===== config.mk =====
export PLATFORM = sky130hd
export DESIGN_NAME = aes_fifo_host_driver
export DESIGN_NICKNAME = d
export VERILOG_FILES = /design/src/rtl/aes_fifo_host_driver.sv
export SDC_FILE = /design/constraint.sdc
export NUM_CORES = 1
export LEC_CHECK = 0
export ABC_AREA = 1
export BUFFER_PORTS_ARGS = -buffer_cell sky130_fd_sc_hd__buf_2
export CAP_MARGIN = 20
export CORE_MARGIN = 2
export CORE_UTILIZATION = 32
export DETAILED_ROUTE_END_ITERATION = 8
export PLACE_DENSITY = 0.52
export SETUP_SLACK_MARGIN = 0.2
export SLEW_MARGIN = 5
export SYNTH_ARGS = -nofsm -noshare
export SYNTH_HDL_FRONTEND = slang
export SYNTH_SLANG_ARGS = --single-unit

===== constraint.sdc =====
create_clock -name clock -period 2.35 [get_ports clock]
set_clock_uncertainty 0.1 [all_clocks]
set_input_delay 0 -clock clock [delete_from_list [all_inputs] [get_ports clock]]
set_output_delay 0 -clock clock [all_outputs]
set_load 0.02 [all_outputs]

===== src/rtl/aes_fifo_host_driver.sv =====
// ---------------------------------------------------------------------------
// aes_fifo_host_driver
//
// Host-side driver for the 8-bit AES FIFO consumer. A small command buffer is
// loaded with {key, data} byte pairs over the cfg_* port. A start pulse
// streams the first start_len entries into the AES input FIFO as 32-bit
// words (the final word tagged with LAST_TAG in bits [31:16]). The driver
// then pops the same number of result words from the AES output FIFO and
// keeps their low bytes in a result buffer. done pulses for one cycle at the
// end of the run.
//
// Ports:
//   clock        system clock
//   reset_n      synchronous reset, active-HIGH despite the name
//   cfg_wr/cfg_addr/cfg_key/cfg_data   command buffer write (IDLE only)
//   start/start_len   begin a run of start_len entries (0..DEPTH, clamped)
//   busy         run in progress (SEND or DRAIN)
//   done         one-cycle pulse at end of run
//   err_timeout  sticky stall error (optional feature, else 0)
//   res_cnt      results captured in the last run
//   res_addr/res_data   combinational result buffer read
//   in_full/in_wr/in_dout      AES input FIFO write side
//   out_empty/out_rd/out_din   AES output FIFO read side (first-word-fall-through)
//
// Build option:
//   AES_HOST_TIMEOUT_EN  when defined, a run that sees TIMEOUT_CYCLES
//                        consecutive cycles without a push/pop is aborted
//                        with err_timeout set.
// ---------------------------------------------------------------------------
module aes_fifo_host_driver #(
    parameter int          DATA_WIDTH     = 32,
    parameter int          DEPTH          = 16,
    parameter int          ADDR_W         = 4,
    parameter logic [15:0] LAST_TAG       = 16'h1111,
    parameter int          TIMEOUT_CYCLES = 1024
) (
    input  logic                  clock,
    input  logic                  reset_n,
    input  logic                  cfg_wr,
    input  logic [ADDR_W-1:0]     cfg_addr,
    input  logic [7:0]            cfg_key,
    input  logic [7:0]            cfg_data,
    input  logic                  start,
    input  logic [ADDR_W:0]       start_len,
    output logic                  busy,
    output logic                  done,
    output logic                  err_timeout,
    output logic [ADDR_W:0]       res_cnt,
    input  logic [ADDR_W-1:0]     res_addr,
    output logic [7:0]            res_data,
    input  logic                  in_full,
    output logic                  in_wr,
    output logic [DATA_WIDTH-1:0] in_dout,
    input  logic                  out_empty,
    output logic                  out_rd,
    input  logic [DATA_WIDTH-1:0] out_din
);

    typedef enum logic [1:0] {
        IDLE  = 2'd0,
        SEND  = 2'd1,
        DRAIN = 2'd2,
        FIN   = 2'd3
    } state_t;

    localparam logic [ADDR_W:0] DEPTH_LEN = (ADDR_W+1)'(DEPTH);
    localparam logic [ADDR_W:0] ONE       = (ADDR_W+1)'(1);

    state_t          state_reg;
    logic [ADDR_W:0] len_reg;
    logic [ADDR_W:0] tx_idx_reg;
    logic [ADDR_W:0] rx_idx_reg;
    logic [ADDR_W:0] res_cnt_reg;
    logic            busy_reg;
    logic            done_reg;
    logic            err_reg;

    logic [15:0]     cmd_mem [DEPTH];
    logic [7:0]      res_mem [DEPTH];

    logic [ADDR_W:0] start_len_clamped;
    logic            last_tx;
    logic            last_rx;
    logic [15:0]     cmd_word;
    logic            timeout_hit;

    // Upper bits of the result word carry nothing for an 8-bit consumer.
    logic            unused_din_bits;
    assign unused_din_bits = ^out_din[DATA_WIDTH-1:8];

    assign start_len_clamped = (start_len > DEPTH_LEN) ? DEPTH_LEN : start_len;

    // FIFO strobes decode straight from the state register so a stall on
    // in_full/out_empty takes effect in the same cycle.
    assign in_wr  = (state_reg == SEND)  && !in_full;
    assign out_rd = (state_reg == DRAIN) && !out_empty;

    // len_reg >= 1 whenever these are consulted (SEND/DRAIN only).
    assign last_tx = (tx_idx_reg == len_reg - ONE);
    assign last_rx = (rx_idx_reg == len_reg - ONE);

    assign cmd_word = cmd_mem[tx_idx_reg[ADDR_W-1:0]];

    always_comb begin
        in_dout        = '0;
        in_dout[31:16] = last_tx ? LAST_TAG : 16'h0000;
        in_dout[15:0]  = cmd_word;
    end

    assign res_data    = res_mem[res_addr];
    assign busy        = busy_reg;
    assign done        = done_reg;
    assign err_timeout = err_reg;
    assign res_cnt     = res_cnt_reg;

`ifdef AES_HOST_TIMEOUT_EN
    localparam int                 STALL_W     = $clog2(TIMEOUT_CYCLES + 1);
    localparam logic [STALL_W-1:0] STALL_LIMIT = STALL_W'(TIMEOUT_CYCLES - 1);

    logic [STALL_W-1:0] stall_reg;
    logic               stalled;

    // A stall is any SEND/DRAIN cycle without a handshake. The counter is
    // zero in IDLE/FIN, so it always starts from zero on entry to SEND, and
    // the final push clears it right before DRAIN.
    assign stalled     = ((state_reg == SEND) && in_full) ||
                         ((state_reg == DRAIN) && out_empty);
    assign timeout_hit = stalled && (stall_reg == STALL_LIMIT);

    always_ff @(posedge clock) begin
        if (reset_n || !stalled) begin
            stall_reg <= '0;
        end else begin
            stall_reg <= stall_reg + 1'b1;
        end
    end
`else
    localparam int unused_timeout_cycles = TIMEOUT_CYCLES;
    assign timeout_hit = 1'b0;
`endif

    // Command buffer: written only while idle, contents survive reset.
    always_ff @(posedge clock) begin
        if ((state_reg == IDLE) && cfg_wr) begin
            cmd_mem[cfg_addr] <= {cfg_key, cfg_data};
        end
    end

    // Result buffer: one byte per pop, contents survive reset.
    always_ff @(posedge clock) begin
        if (out_rd) begin
            res_mem[rx_idx_reg[ADDR_W-1:0]] <= out_din[7:0];
        end
    end

    always_ff @(posedge clock) begin
        if (reset_n) begin
            state_reg   <= IDLE;
            len_reg     <= '0;
            tx_idx_reg  <= '0;
            rx_idx_reg  <= '0;
            res_cnt_reg <= '0;
            busy_reg    <= 1'b0;
            done_reg    <= 1'b0;
            err_reg     <= 1'b0;
        end else begin
            case (state_reg)
                IDLE: begin
                    done_reg <= 1'b0;
                    if (start) begin
                        tx_idx_reg  <= '0;
                        rx_idx_reg  <= '0;
                        res_cnt_reg <= '0;
                        err_reg     <= 1'b0;
                        if (start_len == '0) begin
                            // Empty run: report completion without FIFO traffic.
                            len_reg   <= '0;
                            state_reg <= FIN;
                            done_reg  <= 1'b1;
                        end else begin
                            len_reg   <= start_len_clamped;
                            state_reg <= SEND;
                            busy_reg  <= 1'b1;
                        end
                    end
                end

                SEND: begin
                    if (timeout_hit) begin
                        err_reg   <= 1'b1;
                        state_reg <= FIN;
                        busy_reg  <= 1'b0;
                        done_reg  <= 1'b1;
                    end else if (in_wr) begin
                        tx_idx_reg <= tx_idx_reg + ONE;
                        if (last_tx) begin
                            state_reg <= DRAIN;
                        end
                    end
                end

                DRAIN: begin
                    if (timeout_hit) begin
                        err_reg   <= 1'b1;
                        state_reg <= FIN;
                        busy_reg  <= 1'b0;
                        done_reg  <= 1'b1;
                    end else if (out_rd) begin
                        rx_idx_reg  <= rx_idx_reg + ONE;
                        res_cnt_reg <= res_cnt_reg + ONE;
                        if (last_rx) begin
                            state_reg <= FIN;
                            busy_reg  <= 1'b0;
                            done_reg  <= 1'b1;
                        end
                    end
                end

                FIN: begin
                    state_reg <= IDLE;
                    done_reg  <= 1'b0;
                end

                default: begin
                    state_reg <= IDLE;
                    busy_reg  <= 1'b0;
                    done_reg  <= 1'b0;
                end
            endcase
        end
    end

endmodule


==> results.tsv, run 1 <==
metric	value	unit
Worst Path Max Fanout	8	
Layout area overhead	22.6	%
first-pass GRT wire length	63600	microns
Avg WL per Cell	19.3	microns
worst min-delay path class	input pin to flop	
Die H	235	microns
crit path DAT	2100	ps
total power	17.3	mW
run status	finished clean	
Leakage	7.35	nW
layout cells sized above 1	18.9	%
# Max-Cap Violations	0	
Worst Tran Pin Value	599	ps
period utilization	93.7	%
1st-pass router iterations	5	
final instance area	0.0209	sq mm
Worst Path Required	2250	ps
Pwr Density	825	mW/mm^2
initial core utilization	32.4	%
reg2reg path depth	7	
CTS tree	built	
Antenna diodes	0	
Post-Syn Area	0.0171	sq mm
Largest Register	cmd_mem	
final setup violation count	0	
clock sinks	412	
Die X	235	microns
initial antenna violation count	0	
global-route usage over all layers	15.0	%
final core utilization	39.8	%
CTS buffer count	44	
HPWL after DPL	24900	microns
Fin. Hold Viols	0	
root buffer cell	clkbuf_16	
post-route ant nets	0	
RSZ-0062 raised after global routing	true	
Rows	84	
pin count of the biggest net entering global routing	51	
IO Port Bufs	79	
Syn. warnings	0	
die area	0.0552	sq mm
First DRT Iteration DRCs	867	
H-Tree Depth	2	
cell area after placement	0.0186	sq mm
reg-to-reg startpoint	state_reg[1]	
drc violations	0	
Seq/Total Area, Yosys	70.8	%
IO Count	117	
mean post-synth cell area	13.2	sq um
maximum VDD drop	0.525	mV
achievable clock frequency	0.454	GHz
core region area	0.0527	sq mm
Netlist cell types	36	
Via Count	10600	
DP Worst Slack	220	ps
routability congestion estimate	0.757	
normalized max-slew margin	60.0	%
Largest register FFs	256	
vias in the first global route	10400	
Yosys reg bits	412	
clock latency on the worst-skew pair	550	ps
Final Slew Violations	0	
critical path endpoint	in_dout[14]	
Vias/cell	4.85	
Reg2Reg Setup Slack	360	ps
gr ovfl total	0	
capturing point of the worst reg2reg path	cmd_mem[10][13]	
Worst Setup End Kind	output port	
setup tns final	0	ps
Nets	1548	
final worst setup slack	149	ps
Routed WL	42300	microns
clock buffer depth	3	
crit start category	flop	
critical path class	flop to output port	
clock slew seen by the registers of the worst setup and hold paths	60	ps
min Tclk post-route	2200	ps
Post-Synthesis Cells	1292	
## stage by stage
stage | std cells | hold WS, ps
floorplan | 1304 | -26.9
global placement | 2056 | 169
detailed placement | 2056 | 168
CTS | 2182 | 9.56
global route | 2189 | 60.3
finish | 2189 | 30.1
## routing by layer
metal	up-vias	wire [microns]	GRT usage, %	share of wire [%]
met5	-	0	0	0
met4	0	932	4.03	2.2
met3	62	2160	2.78	5.1
met2	253	19500	24.0	46
met1	5211	19700	20.8	46
li1	5084	-	-	-
## cells in the final DEF (no fill, tap or decap), types with 13 or more instances in the layout
cell	count
edfxtp_1	384
mux2i_1	92
conb_1	13
buf_4	71
dfxtp_1	23
o21ai_1	24
dlygate4sd3_1	35
o21ai_0	101
nand2_1	73
nor2_1	43
buf_6	13
o211ai_1	96
clkbuf_16	49
inv_1	130
nor2_2	21
buf_2	60
nand3_1	44
a21oi_1	108
## layout make-up
class                           instances  area, sq um
Clock buffer                           57         1190
Sequential cell                       412        12100
Multi-Input combinational cell        671         4180
Fill cell                            4916        31700
Clock inverter                         19          153
Timing Repair Buffer                  203         1920
Tap cell                              688          861
Inverter                              139          531
## kinds of logic (layout without fill, tap and decap cells)
family                     Yosys count  count (layout)  share of synthesized area [%]
and+or+nand+nor                    205             205                           5.23
xor gates and xnor gates             4               4                          0.205
DFF                                412             412                           70.8
muxes                               96              96                           5.63
AOI/OAI and AO/OA                  343             343                           11.7
adders and majority gates           10              10                          0.733
other                                1              13                         0.0220
buffers and inverters              221             418                           5.64
## worst max-delay path, stage by stage (launching register included)
cell and delay [ps]:
dfxtp_4 380, buf_12 170, buf_16 150, mux2i_1 190, o21ai_1 70, o211ai_1 280, nand2_1 130, buf_6 150
## cell usage after synthesis, drive strengths merged
cell type    n  share of area (%)
inv        137                3.0
edfxtp     384                 68
a31oi        2              0.073
nand3b       2               0.11
clkinv       2              0.044
mux2i       96                5.6
nand4        3               0.11
o21ai      128                3.8
nor3         7               0.21
nor2        65                1.5
nand3       48                1.5
ha          10               0.73
and3         1              0.037
nand2       79                1.8
conb         1              0.022
a211oi       3               0.13
a21oi      110                3.3
dfxtp       28                3.3
o211ai      96                4.2
a22oi        4               0.18
xor2         4               0.21
buf         46                1.8
clkbuf      36               0.79
## power by group
part	switching, mW	internal, mW	leakage [nW]	total [mW]
sequential	0.0702	8.19	3.69	8.26
clock	2.76	3.78	0.654	6.54
combinational	1.46	1.01	3.01	2.47
## worst min-delay path by stage
stage / depth (start not counted) / from / end / slack (ps)
finish: 4 / cfg_addr[2] / cmd_mem[5][5] / 30
global route: 4 / cfg_addr[2] / cmd_mem[5][1] / 60
CTS: 4 / cfg_addr[2] / cmd_mem[5][1] / 10
detailed placement: 3 / start_len[0] / len_reg[0] / 170
global placement: 3 / start_len[1] / len_reg[1] / 170
floorplan: 1 / out_empty / out_rd / -30
## what timing repair did
| action | CTS | global route |
|---|---|---|
| pin swaps | 7 | 22 |
| endpoints found under the setup margin | 20 | 200 |
| gates cloned | 9 | 3 |
| hold endpoints to repair | 411 | 4 |
| gates resized for setup | 50 | 41 |
| setup buffers | 8 | 2 |
| hold buffers | 33 | 2 |
Note: power is estimated with default switching activity, not from simulation.
==> run 2, diff against run 1 <==
--- a/config.mk
+++ b/config.mk
@@ -5,7 +5,7 @@
 export SDC_FILE = /design/constraint.sdc
 export NUM_CORES = 1
 export LEC_CHECK = 0
-export ABC_AREA = 1
+export ABC_AREA = 0
 export BUFFER_PORTS_ARGS = -buffer_cell sky130_fd_sc_hd__buf_2
 export CAP_MARGIN = 20
 export CORE_MARGIN = 2
==> run 2 against run 1 <==
  * Largest cell class unchanged
  * Non-clock buffer count decreased by 4
  * Global-route usage shrank 1.4 points
  * Sequential share of layout area is 1.1 points higher
  * Combinational power decreased by 10%
  * Critical endpoint is now in_dout[4]
  * Critical path depth down 1
  * Area after synthesis decreased by 4.9%
  * Design area is 1.9% lower
  * Routed wire length is 17% lower
  * The run now ends with negative setup slack left
  * Final cell count decreased by 23%
  * Die area decreased by 4.8%
  * Worst setup slack got worse by 400 ps
==> results.tsv, run 2 <==
metric	value	unit
run status	finished, violations left	
failing checks	negative setup slack	
critical path class	flop to output port	
Vias/cell	4.71	
final instance area	0.0205	sq mm
Fin Hold WS	246	ps
Antenna diodes	0	
core region area	0.0502	sq mm
Avg WL per Cell	20.8	microns
share of power burned in registers	48.1	%
Pwr Density	837	mW/mm^2
DP Worst Slack	129	ps
IO Count	117	
Netlist cell types	39	
largest area contributor in the netlist	edfxtp_1	
FFs w/ async S/R, synth	0	%
Die H	229	microns
final worst setup slack	-250	ps
initial core utilization	32.4	%
FF+latch area	0.0121	sq mm
# Max-Cap Violations	0	
Top FF cell, synth	edfxtp_1	
Die X	229	microns
root buffer cell	clkbuf_16	
Syn. warnings	0	
RSZ-0062 raised after global routing	true	
min Tclk post-route	2600	ps
HPWL after DPL	20700	microns
global-route usage over all layers	13.5	%
Largest Register	cmd_mem	
die area	0.0526	sq mm
Largest register FFs	256	
IO Port Bufs	79	
Comb power frac	12.9	%
cell area after placement	0.0182	sq mm
1st-pass router iterations	4	
Layout area overhead	26.5	%
Worst Setup End Kind	output port	
global routing usage on met1	17.9	%
CTS buffer count	47	
Switch Pwr	4.11	mW
clock slew seen by the registers of the worst setup and hold paths	60	ps
most frequent cells in the layout	edfxtp_1, mux4_2, buf_2, clkbuf_16, buf_4	
normalized max-slew margin	63.8	%
H-Tree Depth	2	
Worst Path Max Fanout	6	
crit path DAT	2500	ps
GR Layer Usage met2	22.5	%
crit start category	flop	
clock buffer depth	3	
post-route ant nets	0	
switching share of power	23.9	%
Yosys top cell area share	71.0	%
worst min-delay path class	input pin to flop	
maximum VDD drop	0.704	mV
Synth top cells by count	edfxtp_1, mux4_2, nor2_1, dfxtp_1, nand2_1	
clock sinks	412	
first-pass GRT wire length	52800	microns
Via Count	7976	
Synth area leaders	edfxtp_1, mux4_2, dfxtp_1	
CTS tree	built	
initial antenna violation count	2	
First DRT Iteration DRCs	520	
pin count of the biggest net entering global routing	42	
Final Slew Violations	0	
Post-Synthesis Cells	784	
Fillers	4435	
routability congestion estimate	0.716	
Post-Syn Area	0.0162	sq mm
gr ovfl total	0	
achievable clock frequency	0.385	GHz
most common cell after layout, fill and taps aside	edfxtp_1	
clock latency on the worst-skew pair	580	ps
total internal power	13.1	mW
GRT Max-Usage Layer	met2	
multi-input combinational cell area	0.00414	sq mm
layout cells sized above 1	38.9	%
met3 usage	2.81	%
Rows	82	
Worst Tran Pin Value	542	ps
Worst Path Required	2250	ps
Yosys reg bits	412	
drc violations	0	
Seq/Total Area, Yosys	74.4	%
Clock power frac	39.0	%
Nets	1066	
mean post-synth cell area	20.7	sq um
vias in the first global route	8463	
Post-synth EDFFs	384	
top-count cell post-synth	edfxtp_1	
Routed WL	35200	microns
period utilization	111	%
final setup violation count	16	
Leakage	6.58	nW
Fin. Hold Viols	0	
==> run 2: cell count changes after synthesis, moves of 91 or more <==
cell      before  now
a21oi_1      108   17
mux4_2         0  120
o211ai_1      96    0
o21ai_0      119    4
mux2i_1       96    4
inv_1        134    7
==> run 2: critical path, stage by stage, from the launching register on <==
cell and delay (ps):
dfxtp_4 370, buf_12 130, buf_12 130, buf_16 140, mux4_2 500, mux4_2 500, buf_6 150
==> run 2: kinds of logic after synthesis <==
| logic type | count (synthesis) | share of synthesized area, % |
|---|---|---|
| flip-flops | 412 | 74.4 |
| AO/OA/AOI/OAI | 38 | 1.57 |
| AND/OR/NAND/NOR | 119 | 3.41 |
| other | 1 | 0.0231 |
| adder cells (fa/ha/maj) | 10 | 0.770 |
| multiplexers | 124 | 16.9 |
| buffers and inverters | 62 | 1.92 |
| XOR/XNOR | 18 | 0.971 |
==> run 2: final cells by class <==
| cell class | count | area share [%] |
|---|---|---|
| inverters | 7 | 0.128 |
| clock buffers | 58 | 5.92 |
| clock inverters | 23 | 0.853 |
| well taps | 672 | 4.09 |
| repair buffers | 199 | 9.96 |
| flip-flops and latches | 412 | 58.9 |
| multi-input cells | 322 | 20.1 |
==> run 2: power groups by stage <==
stage               clock, mW  sequential (mW)  combinational, mW
finish                   6.71             8.26               2.22
global route             7.21             8.28               2.41
CTS                      6.94             8.26               2.13
detailed placement          0             8.42               1.80
global placement            0             8.41               1.78
floorplan                   0             8.41               1.18
==> run 2: what timing repair did <==
item / 4_1_cts / 5_1_grt
setup endpoints to repair: 61 / 96
setup buffers: 10 / 6
pin swaps: 11 / 7
gates cloned: 6 / 1
hold buffers: 39 / 0
resized for setup: 63 / 19
endpoints found under the hold margin: 500 / 0
==> run 2: stage by stage <==
stage / cells / util (%) / power, mW / TNS [ps]
6_report: 1693 / 41.0 / 17.2 / -3520
5_1_grt: 1693 / 41.0 / 17.9 / -4650
4_1_cts: 1686 / 40.7 / 17.3 / -4380
3_5_place_dp: 1550 / 36.2 / 10.2 / 0
3_3_place_gp: 1550 / 36.2 / 10.2 / 0
2_1_floorplan: 796 / - / 9.59 / 0
==> run 2: worst paths after layout <==
path	start	end	slack (ps)	cells after the start
min	cfg_key[6]	cmd_mem[4][14]	250	2
min reg2reg	done	done	370	2
max reg2reg	len_reg[1]	state_reg[0]	240	7
max	flop	in_dout[4]	-250	6
==> run 2: per-layer routing <==
metal / vias up / share of wire [%]
met2: 168 / 49
met4: 4 / 2.2
met3: 52 / 4.5
met5: - / 0.060
li1: 3608 / -
met1: 4144 / 44
==> run 3, diff against run 2 <==
--- a/config.mk
+++ b/config.mk
@@ -13,6 +13,7 @@
 export DETAILED_ROUTE_END_ITERATION = 8
 export PLACE_DENSITY = 0.52
 export SETUP_SLACK_MARGIN = 0.2
+export SKIP_LAST_GASP = 1
 export SLEW_MARGIN = 5
 export SYNTH_ARGS = -nofsm -noshare
 export SYNTH_HDL_FRONTEND = slang
==> run 3 against run 2 <==
  * Flip-flop and latch count unchanged
  * Total power about the same
  * Critical path depth unchanged
  * Non-clock buffer count unchanged
  * Count of clock-buffer cells in the layout unchanged
  * Hold slack got worse by 1.8 ps
  * Sequential share of layout area increased by 0.061 points
  * Global-route usage about the same
  * Critical endpoint unchanged
  * Highest routed layer unchanged
  * First-iteration DRC count increased by 4.8%
  * The run still ends with negative setup slack left
  * Core utilization about the same
==> results.tsv, run 3 (synthesis results as in run 2) <==
metric	value	unit
min Tclk post-route	2600	ps
Via Count	7984	
setup tns final	-3540	ps
clock sinks	412	
failing checks	negative setup slack	
initial antenna violation count	2	
post-route ant nets	0	
layout cells sized above 1	39.0	%
drc violations	0	
# Max-Cap Violations	0	
maximum VDD drop	0.703	mV
most frequent cells in the layout	edfxtp_1, mux4_2, buf_2, clkbuf_16, buf_4	
Non-Filler Instances	1693	
Layout area overhead	26.4	%
DP Worst Slack	129	ps
CTS tree	built	
Worst Setup End Kind	output port	
crit start category	flop	
final setup violation count	16	
vias in the first global route	8456	
root buffer cell	clkbuf_16	
clock latency on the worst-skew pair	580	ps
normalized max-slew margin	64.5	%
CTS buffer count	47	
Largest register FFs	256	
crit path DAT	2500	ps
routability congestion estimate	0.716	
Final Slew Violations	0	
Routed WL	35200	microns
global-route usage over all layers	13.5	%
Pwr Density	837	mW/mm^2
critical path class	flop to output port	
Worst Tran Pin Value	531	ps
total power	17.2	mW
Avg WL per Cell	20.8	microns
final core utilization	40.9	%
H-Tree Depth	2	
First DRT Iteration DRCs	545	
first-pass GRT wire length	52800	microns
Vias/cell	4.72	
RSZ-0062 raised after global routing	true	
period utilization	111	%
Fin. Hold Viols	0	
Die X	229	microns
core region area	0.0502	sq mm
clock slew seen by the registers of the worst setup and hold paths	60	ps
IO Count	117	
1st-pass router iterations	4	
die area	0.0526	sq mm
Rows	82	
clock buffer depth	3	
pin count of the biggest net entering global routing	42	
DP Cell Count	1550	
HPWL after DPL	20700	microns
Nets	1066	
Worst Path Required	2250	ps
initial core utilization	32.4	%
worst min-delay path class	input pin to flop	
Leakage	6.58	nW
achievable clock frequency	0.385	GHz
IO Port Bufs	79	
Largest Register	cmd_mem	
gr ovfl total	0	
Die H	229	microns
Worst Path Max Fanout	6	
most common cell after layout, fill and taps aside	edfxtp_1	
Antenna diodes	0	
run status	finished, violations left	
final worst setup slack	-249	ps
==> run 3: routing by layer <==
metal  GRT usage, %  vias up  wire length [microns]
met2           22.5      179                  17300
met5              0        -                     21
met4           4.34        4                    806
met3           2.81       53                   1580
met1           17.9     4141                  15500
li1               -     3607                      -
==> run 3: metrics by stage <==
step | area, sq um | hold slack [ps]
after floorplan | 16500 | -7.97
after global placement | 18200 | 223
after detailed placement | 18200 | 229
after CTS | 20400 | 208
after global routing | 20500 | 250
final | 20500 | 245
==> run 3: final timing paths <==
check	start	to	slack, ps	depth (start not counted)
min	cfg_key[6]	cmd_mem[4][14]	240	2
max reg2reg	len_reg[0]	state_reg[0]	260	7
min reg2reg	done	done	370	2
max	flop	in_dout[4]	-250	6
==> run 3: power breakdown <==
part	switching [mW]	internal [mW]	total, mW
clock	2.91	3.79	6.70
combinational	1.12	1.10	2.21
sequential	0.0759	8.19	8.26
==> run 3: cell type report <==
cell class | count | area (sq um)
Clock buffer | 58 | 1220
Clock inverter | 23 | 175
Fill cell | 4438 | 29600
Inverter | 7 | 26.3
Multi-Input combinational cell | 322 | 4140
Sequential cell | 412 | 12100
Tap cell | 672 | 841
Timing Repair Buffer | 199 | 2020
==> run 3: worst max-delay path, cell delays in order (launching register included) <==
cell     delay, ps
dfxtp_4        370
buf_12         130
buf_12         130
buf_16         140
mux4_2         500
mux4_2         500
buf_6          150
==> run 3: what timing repair did <==
action,CTS,global route
buffers inserted,10,6
hold buffers,39,0
pin swaps,8,11
setup endpoints to repair,61,96
hold endpoints to repair,500,0
cloned,6,1
resized for setup,53,24
